`config.mk`:
```
export PLATFORM = sky130hd
export DESIGN_NAME = adc_uart_packer
export DESIGN_NICKNAME = d
export VERILOG_FILES = /design/src/rtl/adc_uart_pkg.sv /design/src/rtl/sync_fifo.sv /design/src/rtl/adc_uart_packer.sv
export SDC_FILE = /design/constraint.sdc
export NUM_CORES = 1
export LEC_CHECK = 0
export CORE_ASPECT_RATIO = 0.5
export CORE_UTILIZATION = 40
export DETAILED_ROUTE_END_ITERATION = 8
export DONT_BUFFER_PORTS = 1
export GPL_ROUTABILITY_DRIVEN = 0
export PLACE_DENSITY_LB_ADDON = 0.1
export SETUP_SLACK_MARGIN = 0.3
export SYNTH_ARGS = -nofsm -noshare
export SYNTH_HDL_FRONTEND = slang
export SYNTH_HIERARCHICAL = 1
export SYNTH_SLANG_ARGS = --single-unit
```
`constraint.sdc`:
```
create_clock -name clk -period 8.55 [get_ports clk]
set_input_delay 0.855 -clock clk [delete_from_list [all_inputs] [get_ports clk]]
set_output_delay 0.855 -clock clk [all_outputs]
set_load 0.005 [all_outputs]
```
`src/rtl/adc_uart_pkg.sv`:
```
// Shared types and helpers for the ADC-to-UART frame packer.
//   state_t       : byte-serialiser FSM states
//   bytes_per_ch  : bytes needed to carry one channel sample
//   HEADER_BYTE_DEF : default frame marker byte
package adc_uart_pkg;

    typedef enum logic [2:0] {
        IDLE    = 3'd0,
        LOAD    = 3'd1,
        SEND    = 3'd2,
        WAIT_HI = 3'd3,
        WAIT_LO = 3'd4
    } state_t;

    localparam logic [7:0] HEADER_BYTE_DEF = 8'hA5;

    // ceil(data_w / 8)
    function automatic int unsigned bytes_per_ch(input int unsigned data_w);
        return (data_w + 32'd7) / 32'd8;
    endfunction

endpackage

```
`src/rtl/sync_fifo.sv`:
```
// Single-clock frame FIFO with registered read data.
//   clk, rst_n : clock, asynchronous active-low reset
//   wr_en/wr_data : push a word (accepted when not full, or when full with a pop in the same cycle)
//   rd_en      : pop; rd_data is updated on the following edge and holds until the next pop
//   full/empty/level : registered occupancy, level in 0..DEPTH
module sync_fifo #(
    parameter int unsigned WIDTH = 24,
    parameter int unsigned DEPTH = 16
) (
    input  logic                   clk,
    input  logic                   rst_n,
    input  logic                   wr_en,
    input  logic [WIDTH-1:0]       wr_data,
    input  logic                   rd_en,
    output logic [WIDTH-1:0]       rd_data,
    output logic                   full,
    output logic                   empty,
    output logic [$clog2(DEPTH):0] level
);

    localparam int unsigned PTR_W = $clog2(DEPTH);
    localparam int unsigned LVL_W = PTR_W + 1;

    logic [WIDTH-1:0] mem [DEPTH];
    logic [PTR_W-1:0] wr_ptr;
    logic [PTR_W-1:0] rd_ptr;
    logic             do_wr;
    logic             do_rd;
    logic [LVL_W-1:0] level_d;

    // A pop frees the slot a simultaneous write lands in, so full+pop still accepts
    assign do_rd   = rd_en && !empty;
    assign do_wr   = wr_en && (!full || do_rd);
    assign level_d = level + LVL_W'(do_wr) - LVL_W'(do_rd);

    // Storage array: no reset needed, occupancy is tracked separately
    always_ff @(posedge clk) begin
        if (do_wr) begin
            mem[wr_ptr] <= wr_data;
        end
    end

    // Pointers, occupancy flags and read register
    always_ff @(posedge clk or negedge rst_n) begin
        if (!rst_n) begin
            wr_ptr  <= '0;
            rd_ptr  <= '0;
            rd_data <= '0;
            level   <= '0;
            full    <= 1'b0;
            empty   <= 1'b1;
        end else begin
            if (do_wr) begin
                wr_ptr <= wr_ptr + PTR_W'(1);
            end
            if (do_rd) begin
                rd_ptr  <= rd_ptr + PTR_W'(1);
                rd_data <= mem[rd_ptr];
            end
            level <= level_d;
            full  <= (level_d == LVL_W'(DEPTH));
            empty <= (level_d == '0);
        end
    end

endmodule

```
`src/rtl/adc_uart_packer.sv`:
```
// Buffers multi-channel ADC frames and serialises them byte by byte into a
// start/busy UART transmitter, optionally prefixing each frame with a header.
//   clk, rst_n  : clock, asynchronous active-low reset
//   adc_data    : NUM_CH samples, ch k at [k*DATA_W +: DATA_W]
//   adc_valid   : 1-cycle strobe qualifying adc_data
//   tx_data     : byte to UART, updated only when a byte is loaded
//   tx_start    : 1-cycle pulse requesting transmission of tx_data
//   tx_busy     : UART busy, same clock domain
//   overflow    : 1-cycle pulse when a frame is dropped on a full FIFO
//   drop_cnt    : saturating dropped-frame count
//   fifo_level  : frames currently buffered
module adc_uart_packer
    import adc_uart_pkg::*;
#(
    parameter int unsigned DATA_W      = 12,
    parameter int unsigned NUM_CH      = 2,
    parameter int unsigned FIFO_DEPTH  = 16,
    parameter int unsigned HEADER_EN   = 1,
    parameter logic [7:0]  HEADER_BYTE = HEADER_BYTE_DEF,
    parameter int unsigned MSB_FIRST   = 0,
    parameter int unsigned BUSY_TO     = 1023
) (
    input  logic                         clk,
    input  logic                         rst_n,
    input  logic [NUM_CH*DATA_W-1:0]     adc_data,
    input  logic                         adc_valid,
    output logic [7:0]                   tx_data,
    output logic                         tx_start,
    input  logic                         tx_busy,
    output logic                         overflow,
    output logic [15:0]                  drop_cnt,
    output logic [$clog2(FIFO_DEPTH):0]  fifo_level
);

    localparam int unsigned BPC         = bytes_per_ch(DATA_W);
    localparam int unsigned PAD_W       = BPC * 8;
    localparam int unsigned FRAME_W     = NUM_CH * DATA_W;
    localparam int unsigned HDR         = (HEADER_EN != 0) ? 1 : 0;
    localparam int unsigned FRAME_BYTES = HDR + NUM_CH * BPC;
    localparam int unsigned IDX_W       = $clog2(FRAME_BYTES) + 1;
    localparam int unsigned NSLOT       = 1 << IDX_W;
    localparam int unsigned TO_W        = $clog2(BUSY_TO + 1) + 1;

    state_t               state_q;
    state_t               state_d;
    logic [IDX_W-1:0]     idx_q;
    logic [IDX_W-1:0]     idx_d;
    logic [TO_W-1:0]      to_q;
    logic [TO_W-1:0]      to_d;
    logic [7:0]           tx_data_d;
    logic                 tx_start_d;
    logic                 busy_q;
    logic                 busy_fall;
    logic                 pop_c;
    logic                 drop_c;
    logic                 fifo_full;
    logic                 fifo_empty;
    logic [FRAME_W-1:0]   frame;
    logic [NSLOT-1:0][7:0] byte_arr;

    // Frame buffer; its read register holds the popped frame for the whole
    // transmission since no other pop can happen until the FSM is back in IDLE.
    sync_fifo #(
        .WIDTH (FRAME_W),
        .DEPTH (FIFO_DEPTH)
    ) u_fifo (
        .clk     (clk),
        .rst_n   (rst_n),
        .wr_en   (adc_valid),
        .wr_data (adc_data),
        .rd_en   (pop_c),
        .rd_data (frame),
        .full    (fifo_full),
        .empty   (fifo_empty),
        .level   (fifo_level)
    );

    // Byte map of the current frame: header, then each channel zero-padded
    // to whole bytes; slots past the frame end read as zero.
    if (HDR != 0) begin : g_hdr
        assign byte_arr[0] = HEADER_BYTE;
    end

    for (genvar ch = 0; ch < NUM_CH; ch++) begin : g_ch
        logic [PAD_W-1:0] padded;
        assign padded = PAD_W'(frame[ch*DATA_W +: DATA_W]);
        for (genvar b = 0; b < BPC; b++) begin : g_b
            localparam int unsigned SRC = (MSB_FIRST != 0) ? (BPC - 1 - b) : b;
            assign byte_arr[HDR + ch*BPC + b] = padded[SRC*8 +: 8];
        end
    end

    for (genvar i = FRAME_BYTES; i < NSLOT; i++) begin : g_pad
        assign byte_arr[i] = 8'h00;
    end

    assign busy_fall = busy_q && !tx_busy;
    assign drop_c    = adc_valid && fifo_full && !pop_c;

    // State and datapath registers
    always_ff @(posedge clk or negedge rst_n) begin
        if (!rst_n) begin
            state_q  <= IDLE;
            idx_q    <= '0;
            to_q     <= '0;
            tx_data  <= 8'h00;
            tx_start <= 1'b0;
            busy_q   <= 1'b0;
        end else begin
            state_q  <= state_d;
            idx_q    <= idx_d;
            to_q     <= to_d;
            tx_data  <= tx_data_d;
            tx_start <= tx_start_d;
            busy_q   <= tx_busy;
        end
    end

    // Next-state and output decode
    always_comb begin
        state_d    = state_q;
        idx_d      = idx_q;
        to_d       = to_q;
        tx_data_d  = tx_data;
        tx_start_d = 1'b0;
        pop_c      = 1'b0;

        unique case (state_q)
            IDLE: begin
                if (!fifo_empty && !tx_busy) begin
                    pop_c   = 1'b1;
                    idx_d   = '0;
                    state_d = LOAD;
                end
            end
            LOAD: begin
                // tx_data and tx_start register together so the pulse sees the new byte
                tx_data_d  = byte_arr[idx_q];
                tx_start_d = 1'b1;
                state_d    = SEND;
            end
            SEND: begin
                to_d    = '0;
                state_d = WAIT_HI;
            end
            WAIT_HI: begin
                if (tx_busy) begin
                    state_d = WAIT_LO;
                end else if (to_q == TO_W'(BUSY_TO)) begin
                    // UART never acknowledged: treat the byte as sent
                    if (idx_q == IDX_W'(FRAME_BYTES - 1)) begin
                        state_d = IDLE;
                    end else begin
                        idx_d   = idx_q + IDX_W'(1);
                        state_d = LOAD;
                    end
                end else begin
                    to_d = to_q + TO_W'(1);
                end
            end
            WAIT_LO: begin
                if (busy_fall) begin
                    if (idx_q == IDX_W'(FRAME_BYTES - 1)) begin
                        state_d = IDLE;
                    end else begin
                        idx_d   = idx_q + IDX_W'(1);
                        state_d = LOAD;
                    end
                end
            end
            default: begin
                state_d = IDLE;
            end
        endcase
    end

    // Drop pulse and saturating drop counter
    always_ff @(posedge clk or negedge rst_n) begin
        if (!rst_n) begin
            overflow <= 1'b0;
            drop_cnt <= 16'h0000;
        end else begin
            overflow <= drop_c;
            if (drop_c && (drop_cnt != 16'hFFFF)) begin
                drop_cnt <= drop_cnt + 16'd1;
            end
        end
    end

endmodule

```
Yosys cells after proc, flatten, opt, wreduce, memory -nomap -nowiden
Memories as Yosys holds them, arrays and structs flattened. A register that Yosys moved wholly into a read port is not among the register bits.
Index checks and enable logic that the tools add are counted.
- register bits after elaboration: 60
- bits in latches: 0
- bits in writable memories: 384
- ROM bits: 0
- bits of input ports: 28
- output and inout bits: 31
- logic and storage cells: 78
- memories kept: 1
- $add $sub $neg: 7
- $mul: 0
- div/mod/pow operators: 0
- magnitude comparators: 1
- equal/unequal tests: 14
- shifts and indexed selects: 0
- muxes and demuxes: 22
- bitwise operators: 0
- reductions and logical operators: 20
- memory list (memory ; words ; bits a word ; rd ports ; clocked after memory_dff ; write ports ; RTL line ; RTL):
    u_fifo.mem ; 16 ; 24 ; 1 ; 1 ; 1 ; sync_fifo.sv:24 ; logic [WIDTH-1:0] mem [DEPTH];
- operators by type and width (cell ; number):
    8-bit binary-select mux with 4-bit select ; 1
    11-bit 2-to-1 mux ; 2
    11-bit case mux with 2 select lines ; 1
    4-bit 2-to-1 mux ; 5
    16-bit by 1-bit adder with 16-bit output, second input constant ; 1
    16-bit inequality test, second input constant ; 1
    3-bit case mux with 5 select lines ; 1
    4-bit by 1-bit adder with 4-bit output, second input constant ; 3
    3-bit 2-to-1 mux ; 4
    4-bit case mux with 3 select lines ; 1
    11-bit by 1-bit adder with 11-bit output, second input constant ; 1
    11-bit by 10-bit == test with 1-bit output, second input constant ; 1
    2-bit inequality test, second input constant ; 5
    8-bit 2-to-1 mux ; 1
    1-bit logical AND ; 7
    3-bit by 2-bit == test with 1-bit output, second input constant ; 2
    1-bit 2-to-1 mux ; 6
    3-bit AND reduction ; 2
    5-bit by 1-bit adder with 5-bit output ; 1
    5-bit == test, second input constant ; 1
    1-bit logical NOT ; 5
    5-bit logical NOT ; 1
    4-bit by 5-bit < comparator with 1-bit output, second input constant ; 1
    5-bit AND reduction ; 1
    9 further kinds ; 9

Longest topological paths before layout
Gate-level depths: netlist of the first run.
- word-level depth: 10
- mapped depth: 16
- gate-level depth less buffers: 14

Hierarchy
Netlist of the first run, hierarchy kept.
- modules (own cells, without submodules) (module ; instances ; cells each ; area an instance (um^2) ; sequential area each (um^2)):
    sync_fifo ; 1 ; 982 ; 16550.9 ; 12508.2
    adc_uart_packer ; 1 ; 257 ; 2472.4 ; 1126.1

Worst setup path before layout of the first run
OpenSTA, ideal clock, no wires.
- path kind: input -> register
- start point: input tx_busy
- end point: memory u_fifo.mem[3][0] (enable)
- setup time: 0.435 ns
- arrival time: 3.454 ns
- data required time: 8.115 ns
- path slack: 4.661 ns
- stages on the path: 7
- buffers on the path: 1
- cells stage by stage: nor2_1 -> and2_1 -> nand2b_1 -> buf_2 -> a21boi_4 -> nand2_1 -> nor3_1
- longest elaborated chain between the ends: 9
- ends and longest elaborated chain (item ; RTL line ; RTL):
    from (decl) ; adc_uart_packer.sv:29 ; input logic tx_busy,
    1-bit logical NOT ; adc_uart_packer.sv:130 ; if (!fifo_empty && !tx_busy) begin
    1-bit logical AND ; adc_uart_packer.sv:130 ;
    1-bit 2-to-1 mux ; adc_uart_packer.sv:130 ;
    1-bit 2-to-1 mux ; adc_uart_packer.sv:128 ; unique case (state_q)
    net pop_c ; adc_uart_packer.sv:54 ; logic pop_c;
    1-bit logical AND ; sync_fifo.sv:32 ; assign do_rd = rd_en && !empty;
    1-bit logical OR ; sync_fifo.sv:33 ; assign do_wr = wr_en && (!full || do_rd);
    1-bit logical AND ; sync_fifo.sv:33 ;
    1-bit 2-to-1 mux ; sync_fifo.sv:38 ; if (do_wr) begin
    1-bit 2-to-1 mux (implied by the code) ; sync_fifo.sv:39 ; mem[wr_ptr] <= wr_data;
    to (decl) ; sync_fifo.sv:24 ;
The timed path passes the listed nets, and every way through them passes these cells.

Worst setup path after layout of the first run
- start point: register state_q[0]
- end point: register u_fifo.full
- longest elaborated chain between the ends: 8
- ends and longest elaborated chain (item ; RTL line ; RTL):
    from (decl) ; adc_uart_packer.sv:44 ; state_t state_q;
    from (signal assigned) ; adc_uart_packer.sv:110 ; state_q <= state_d;
    3-bit logical NOT (*) ; adc_uart_packer.sv:128 ;
    1-bit 2-to-1 mux (*) ; adc_uart_packer.sv:128 ;
    net pop_c ; adc_uart_packer.sv:54 ;
    1-bit logical AND (*) ; sync_fifo.sv:32 ;
    1-bit logical OR ; sync_fifo.sv:33 ;
    1-bit logical AND ; sync_fifo.sv:33 ;
    5-bit by 1-bit adder with 5-bit output ; sync_fifo.sv:34 ; assign level_d = level + LVL_W'(do_wr) - LVL_W'(do_rd);
    5-bit by 1-bit subtractor with 5-bit output (*) ; sync_fifo.sv:34 ;
    5-bit == test (*) ; sync_fifo.sv:61 ; full <= (level_d == LVL_W'(DEPTH));
    to (signal assigned) ; sync_fifo.sv:61 ;
    to (decl) ; sync_fifo.sv:16 ; output logic full,
Mark *: on every way through the listed nets, which the timed path passes. The rest lies on a longest branch.
A chain may end at the register's enable or synchronous reset.

==> results of run 1 <==
## power by group through the flow
stage / clock (mW) / combinational [mW] / sequential [mW]
detailed placement: 0 / 1.52 / 3.10
CTS: 1.82 / 1.53 / 3.05
global route: 1.91 / 1.66 / 3.08
floorplan: 0 / 1.23 / 2.94
finish: 1.77 / 1.52 / 3.05
global placement: 0 / 1.49 / 3.09
## logic make-up (layout without fill, tap and decap cells)
kind of cell	Yosys count	after routing	synth area share, %
adders and majority gates	15	15	1.03
xor gates and xnor gates	22	22	1.01
muxes	206	206	10.9
AOI/OAI and AO/OA	144	144	5.22
DFF	468	468	71.7
and+or+nand+nor	302	302	7.68
buffers and inverters	82	111	2.54
## flip-flops by register name (all words and copies together), names as in the netlist
signal          flops
u_fifo/mem        384
u_fifo/rd_data     24
drop_cnt           16
to_q               11
tx_data             8
u_fifo/level        5
idx_q               4
u_fifo/rd_ptr       4
u_fifo/wr_ptr       4
state_q             3
busy_q              1
overflow            1
tx_start            1
u_fifo/empty        1
u_fifo/full         1
## layer usage
metal | wire (um) | GRT usage (%) | vias to the layer above
li1 | - | - | 4720
met1 | 20900 | 26.6 | 5355
met4 | 639 | 3.87 | 0
met2 | 20400 | 29.0 | 228
met3 | 2330 | 3.41 | 49
met5 | 0 | 0 | -
## cells in the mapped netlist, types with 3 or more instances
library cell / number
edfxtp_1: 384
mux2i_1: 203
nand2_1: 118
dfrtp_1: 83
nand3_1: 71
a22oi_1: 58
a21oi_1: 33
nor2_1: 33
nand4_1: 26
buf_2: 20
o21ai_0: 19
clkbuf_1: 18
inv_1: 18
xnor2_1: 16
ha_1: 14
nor3_1: 10
a22o_1: 9
buf_4: 9
buf_6: 8
and3_1: 7
xor2_1: 6
nand2b_1: 5
nor4_1: 5
and2_1: 4
buf_8: 4
nor2b_1: 4
o21a_1: 4
a31oi_1: 3
clkbuf_4: 3
mux2_2: 3
nor3b_1: 3
## what timing repair did
action                                 in CTS  in global routing
endpoints found under the hold margin      83                  0
setup buffers                               0                  0
hold buffers                                1                  0
## metrics by stage
step / area (sq um) / utilization (%) / cells
floorplan: 19000 / - / 1239
global placement: 19600 / 41.9 / 1826
finish: 20900 / 44.7 / 1906
detailed placement: 19600 / 41.9 / 1826
global route: 20900 / 44.7 / 1906
CTS: 20900 / 44.7 / 1906
## worst max-delay path by stage
| stage | startpoint | endpoint | slack, ps |
|---|---|---|---|
| after CTS | state_q[0] | u_fifo/full | 4770 |
| after global routing | state_q[0] | u_fifo/full | 4590 |
| after detailed placement | tx_busy | u_fifo/full | 4620 |
| final | state_q[0] | u_fifo/full | 4820 |
| after global placement | tx_busy | u_fifo/empty | 4780 |
| after floorplan | tx_busy | u_fifo/mem[3][0] | 4660 |
## layout make-up
| cell class | instances | area share, % |
|---|---|---|
| clock inverters | 22 | 0.508 |
| multi-input cells | 689 | 24.0 |
| well taps | 638 | 3.81 |
| clock buffers | 57 | 5.49 |
| repair buffers | 14 | 0.658 |
| inverters | 18 | 0.323 |
| flip-flops and latches | 468 | 65.2 |
## worst max-delay path, delay by kind of cell (launching register included)
kind | cells | cell delay [ps]
and+or+nand+nor | 6 | 1230
DFF | 1 | 510
buffers and inverters | 4 | 480
AOI/OAI and AO/OA | 2 | 490
adders and majority gates | 3 | 880
==> out/metrics.cfg, run 1 <==
[sta]
skew_ps=9.91
fin_crit_sh_pct=43.6
timing.final.ws_setup_ps=4820
tns_ps=0
finalMaxSlewViolations=0
tightest_slew_ps=1090
whs_ps=146
hold_violations=0
rsz0062_at_grt=false
relSlewSlack_pct=26.8
setup_viol=0
fin_crit_ps=3730
fmax_mhz=268

[power_and_ir_drop]
p_clk_share_pct=28.0
total_power_mw=6.34
sw_frac_of_total_pct=32.2
switchingPower_mw=2.04
leakage_nw=7.24
power.share.sequential_pct=48.1
intPower_mw=4.30
ir_worst_vdd_v=0.000239
powerDensity_nw_per_um2=303
comb_power_share_pct=23.9

[final_layout]
ff_latch_area_sq_um=13600
fillers=4134
nets=1277
mostFrequentLayoutCell=edfxtp_1
multi_input_area_sq_um=5030
area_growth_pct=10.0
final_cell_mix=384 x edfxtp_1, 203 x mux2i_1, 118 x nand2_1, 82 x dfrtp_1, 71 x nand3_1
layout-drive-gt1-share_pct=7.73
diodes=0

[grt]
grt_max_degree=128
grt_usage_pct=18.4
grt_pass1_wl_mm=65.1
grt_pass1_vias=10200
grt_overflow=0
antenna_found_initial=0

[yosys]
synth_top_area_share_pct=60.6
synthDistinctLibCells=62
ys_seq_area_share_pct=71.7
syn_nets=1282
avgSynthCellArea_sq_um=15.4
yosysTopAreaCell=edfxtp_1
synth_area_leaders=edfxtp_1 61%, dfrtp_1 11%, mux2i_1 11%
synthCells=1239
async_flop_share_pct=17.9
syn_area_sq_um=19000
yosys_warnings=6
synth_top_flop_cell=edfxtp_1
synth_edf_count=384
synth-seq-cells=468

[drt]
drc=0
wire_per_inst_um=23.2
vias_per_cell=5.43
firstDrtPassIters=4
postRouteAntennaNets=0
first_iter_violations=727
vias=10400
routed_wl_mm=44.3

[cts]
htreeDepth=2
clk_latency_ps=550
ctsResizeCount=0
cts.clk_slew.worst_paths_ps=60
cts_buffers=43
numClockSinks=468
cts_tree=done
root_buffer=clkbuf_16
cts_max_path_buffers=3

[worst_setup_path]
critPathArrivalTime_ps=4160
r2r-end=u_fifo/full
start_kind=register
worst-path-max-fanout=29
rrSetupSlack_ps=4820
slowest_stage=dfrtp_1
rr_worst_depth=15
cp_common_cell=inv_1
critPathMaxStageDelay_ps=510
r2r-start=state_q[0]
critPathRequiredTime_ps=8980
end_kind=register
cp_cell_sequence=nor3_1, and2_1, nand2b_1, buf_4, a21boi_4, inv_1, ha_1, inv_1, ha_1, inv_1, fa_1, nor2b_1, o21ai_0, and3_1, nor4_1
path_class=register to register

[floorplanning]
die_x_um=310
die-area_sq_um=48500
start_util_pct=40.6
io-pin-count=59
num_rows=56
core_area_sq_um=46900
die_h_um=156

[place]
dp_slack_ps=4620
hpwl_mm=24.0
io_buffers=0

[outcome]
status=finished clean

[worst_hold_path]
worstHoldPathType=primary input to async pin

[job]
drv_cap=0

Note: power is estimated with default switching activity, not from simulation.
==> run 2, diff against run 1 <==
Clock period 8.55 ns to 3 ns, I/O delays scaled along.
==> run 2 against run 1 <==
Register-to-register slack worse by 4600 ps. First-iteration DRC count increased by 18%. Clock skew is 8.1 ps higher. Largest power group unchanged. Via count grew 3.2%. Hold slack got worse by 91 ps. Maximum frequency increased by 36%. Worst setup slack worse by 4600 ps. Total power grew to 3.0 times the previous value. Sequential power increased to 2.8 times the previous value. Combinational power rose to 3.4 times the previous value. Count of clock-buffer cells in the layout grew 4.
==> out/metrics.cfg, run 2 (synthesis gave the netlist of run 1 again) <==
[outcome]
status=finished clean

[grt]
antenna_found_initial=0
grt_pass1_vias=10600
grt_usage_pct=19.6
grt_overflow=0
grt_pass1_wl_mm=69.4
grt_max_degree=85

[final_layout]
diodes=0
final_cell_mix=384 x edfxtp_1, 203 x mux2i_1, 118 x nand2_1, 82 x dfrtp_1, 71 x nand3_1
reg_top3=u_fifo/mem x384, u_fifo/rd_data x24, drop_cnt x16
ff_latch_area_sq_um=13600
largest_reg_flops=384
area_growth_pct=15.1
mostFrequentLayoutCell=edfxtp_1
layout-drive-gt1-share_pct=12.2
nets=1349
regMostFlops=u_fifo/mem
fillers=4055
multi_input_area_sq_um=5150
design_area_sq_um=21900
instances_no_fill=1977

[sta]
relSlewSlack_pct=48.5
fin_crit_ps=2740
skew_ps=18.1
setup_viol=0
rsz0062_at_grt=true
fmax_mhz=365
hold_violations=0
fin_crit_sh_pct=91.3
tns_ps=0
tightest_slew_ps=772
finalMaxSlewViolations=0

[place]
placed_cell_area_sq_um=20100
hpwl_mm=27.4
io_buffers=0
dp_cells=1861

[drt]
postRouteAntennaNets=0
vias=10700
wire_per_inst_um=23.8
firstDrtPassIters=5
routed_wl_mm=47.1
drc=0
first_iter_violations=861
vias_per_cell=5.40

[worst_setup_path]
path_class=register to register
critPathRequiredTime_ps=3460
slowest_stage=fa_2
critPathArrivalTime_ps=3200
end_kind=register
cp_common_cell=inv_2
start_kind=register
critPathMaxStageDelay_ps=520
worst-path-max-fanout=3
cp_cell_sequence=nor3_4, and2_4, nand2b_4, a21boi_4, inv_2, ha_4, inv_2, ha_4, inv_2, fa_2, inv_2, or3_4, nor4_4

[floorplanning]
core_area_sq_um=46900
num_rows=56
die-area_sq_um=48500
io-pin-count=59
die_h_um=156
die_x_um=310
start_util_pct=40.6

[cts]
numClockSinks=468
cts.clk_slew.worst_paths_ps=60
htreeDepth=2
clk_latency_ps=560
cts_max_path_buffers=3
cts_tree=done
cts_buffers=44
root_buffer=clkbuf_16

[power_and_ir_drop]
leakage_nw=7.68
powerDensity_nw_per_um2=873
total_power_mw=19.1
ir_worst_vdd_v=0.000501

[job]
drv_cap=0

[worst_hold_path]
worstHoldPathType=primary input to register

[run 2: changes by cell type in the layout (fill, tap and decap cells not counted), sizes merged]
cell	before	now
dlygate4sd3	0	26
inv	19	21
clkbuf	57	61
clkinv	20	10
bufinv	0	2
clkinvlp	1	3
buf	14	59
[run 2: final cells by class]
type                    count  share of cell area, %
flip-flops and latches    468                   62.3
multi-input cells         689                   23.5
clock buffers              61                   5.51
repair buffers             85                   3.99
well taps                 638                   3.65
clock inverters            18                  0.732
inverters                  18                  0.309
[run 2: worst max-delay path, delay by kind of cell (launching register included)]
kind	cells	cell delay (ps)
simple gates	5	1040
fa+ha+maj	3	850
flops	1	410
buf+inv	4	190
compound gates	1	160
[run 2: through the flow]
stage               hold WS (ps)  setup slack, ps  util (%)
finish                      55.6              260      46.7
detailed placement          7.36              160      42.9
floorplan                   4.41             52.5         -
global placement            8.25              136      42.9
global route                42.3              122      46.7
CTS                         25.3              254      46.5
[run 2: power breakdown]
part,total [mW],internal [mW],leakage (nW),switching (mW)
combinational,5.10,1.90,2.47,3.20
sequential,8.61,7.96,4.55,0.647
clock,5.40,3.00,0.652,2.40
[run 2: final timing paths]
check,startpoint,endpoint,slack (ps),depth (start not counted)
worst max-delay path,state_q[1],u_fifo/empty,260,13
min in group asynchronous,rst_n,to_q[8],270,2
worst min register to register,u_fifo/rd_data[6],u_fifo/rd_data[6],480,2
worst min-delay path,adc_valid,overflow,60,2
max in group asynchronous,rst_n,u_fifo/rd_ptr[1],2190,2
worst max register to register,state_q[1],u_fifo/empty,260,13
[run 2: layer usage]
metal	global-route usage, %	vias to the layer above	part of all wire [%]
met4	3.68	0	1.3
met5	0	-	0
met1	28.8	5561	48
met3	3.44	47	4.8
li1	-	4861	-
met2	30.8	210	46
[run 2: timing repair]
item / CTS / global route
endpoints found under the hold margin: 474 / 0
hold buffers: 27 / 0
pin swaps: 1 / 6
setup buffers: 5 / 5
gates resized for setup: 4 / 7
endpoints found under the setup margin: 2 / 9
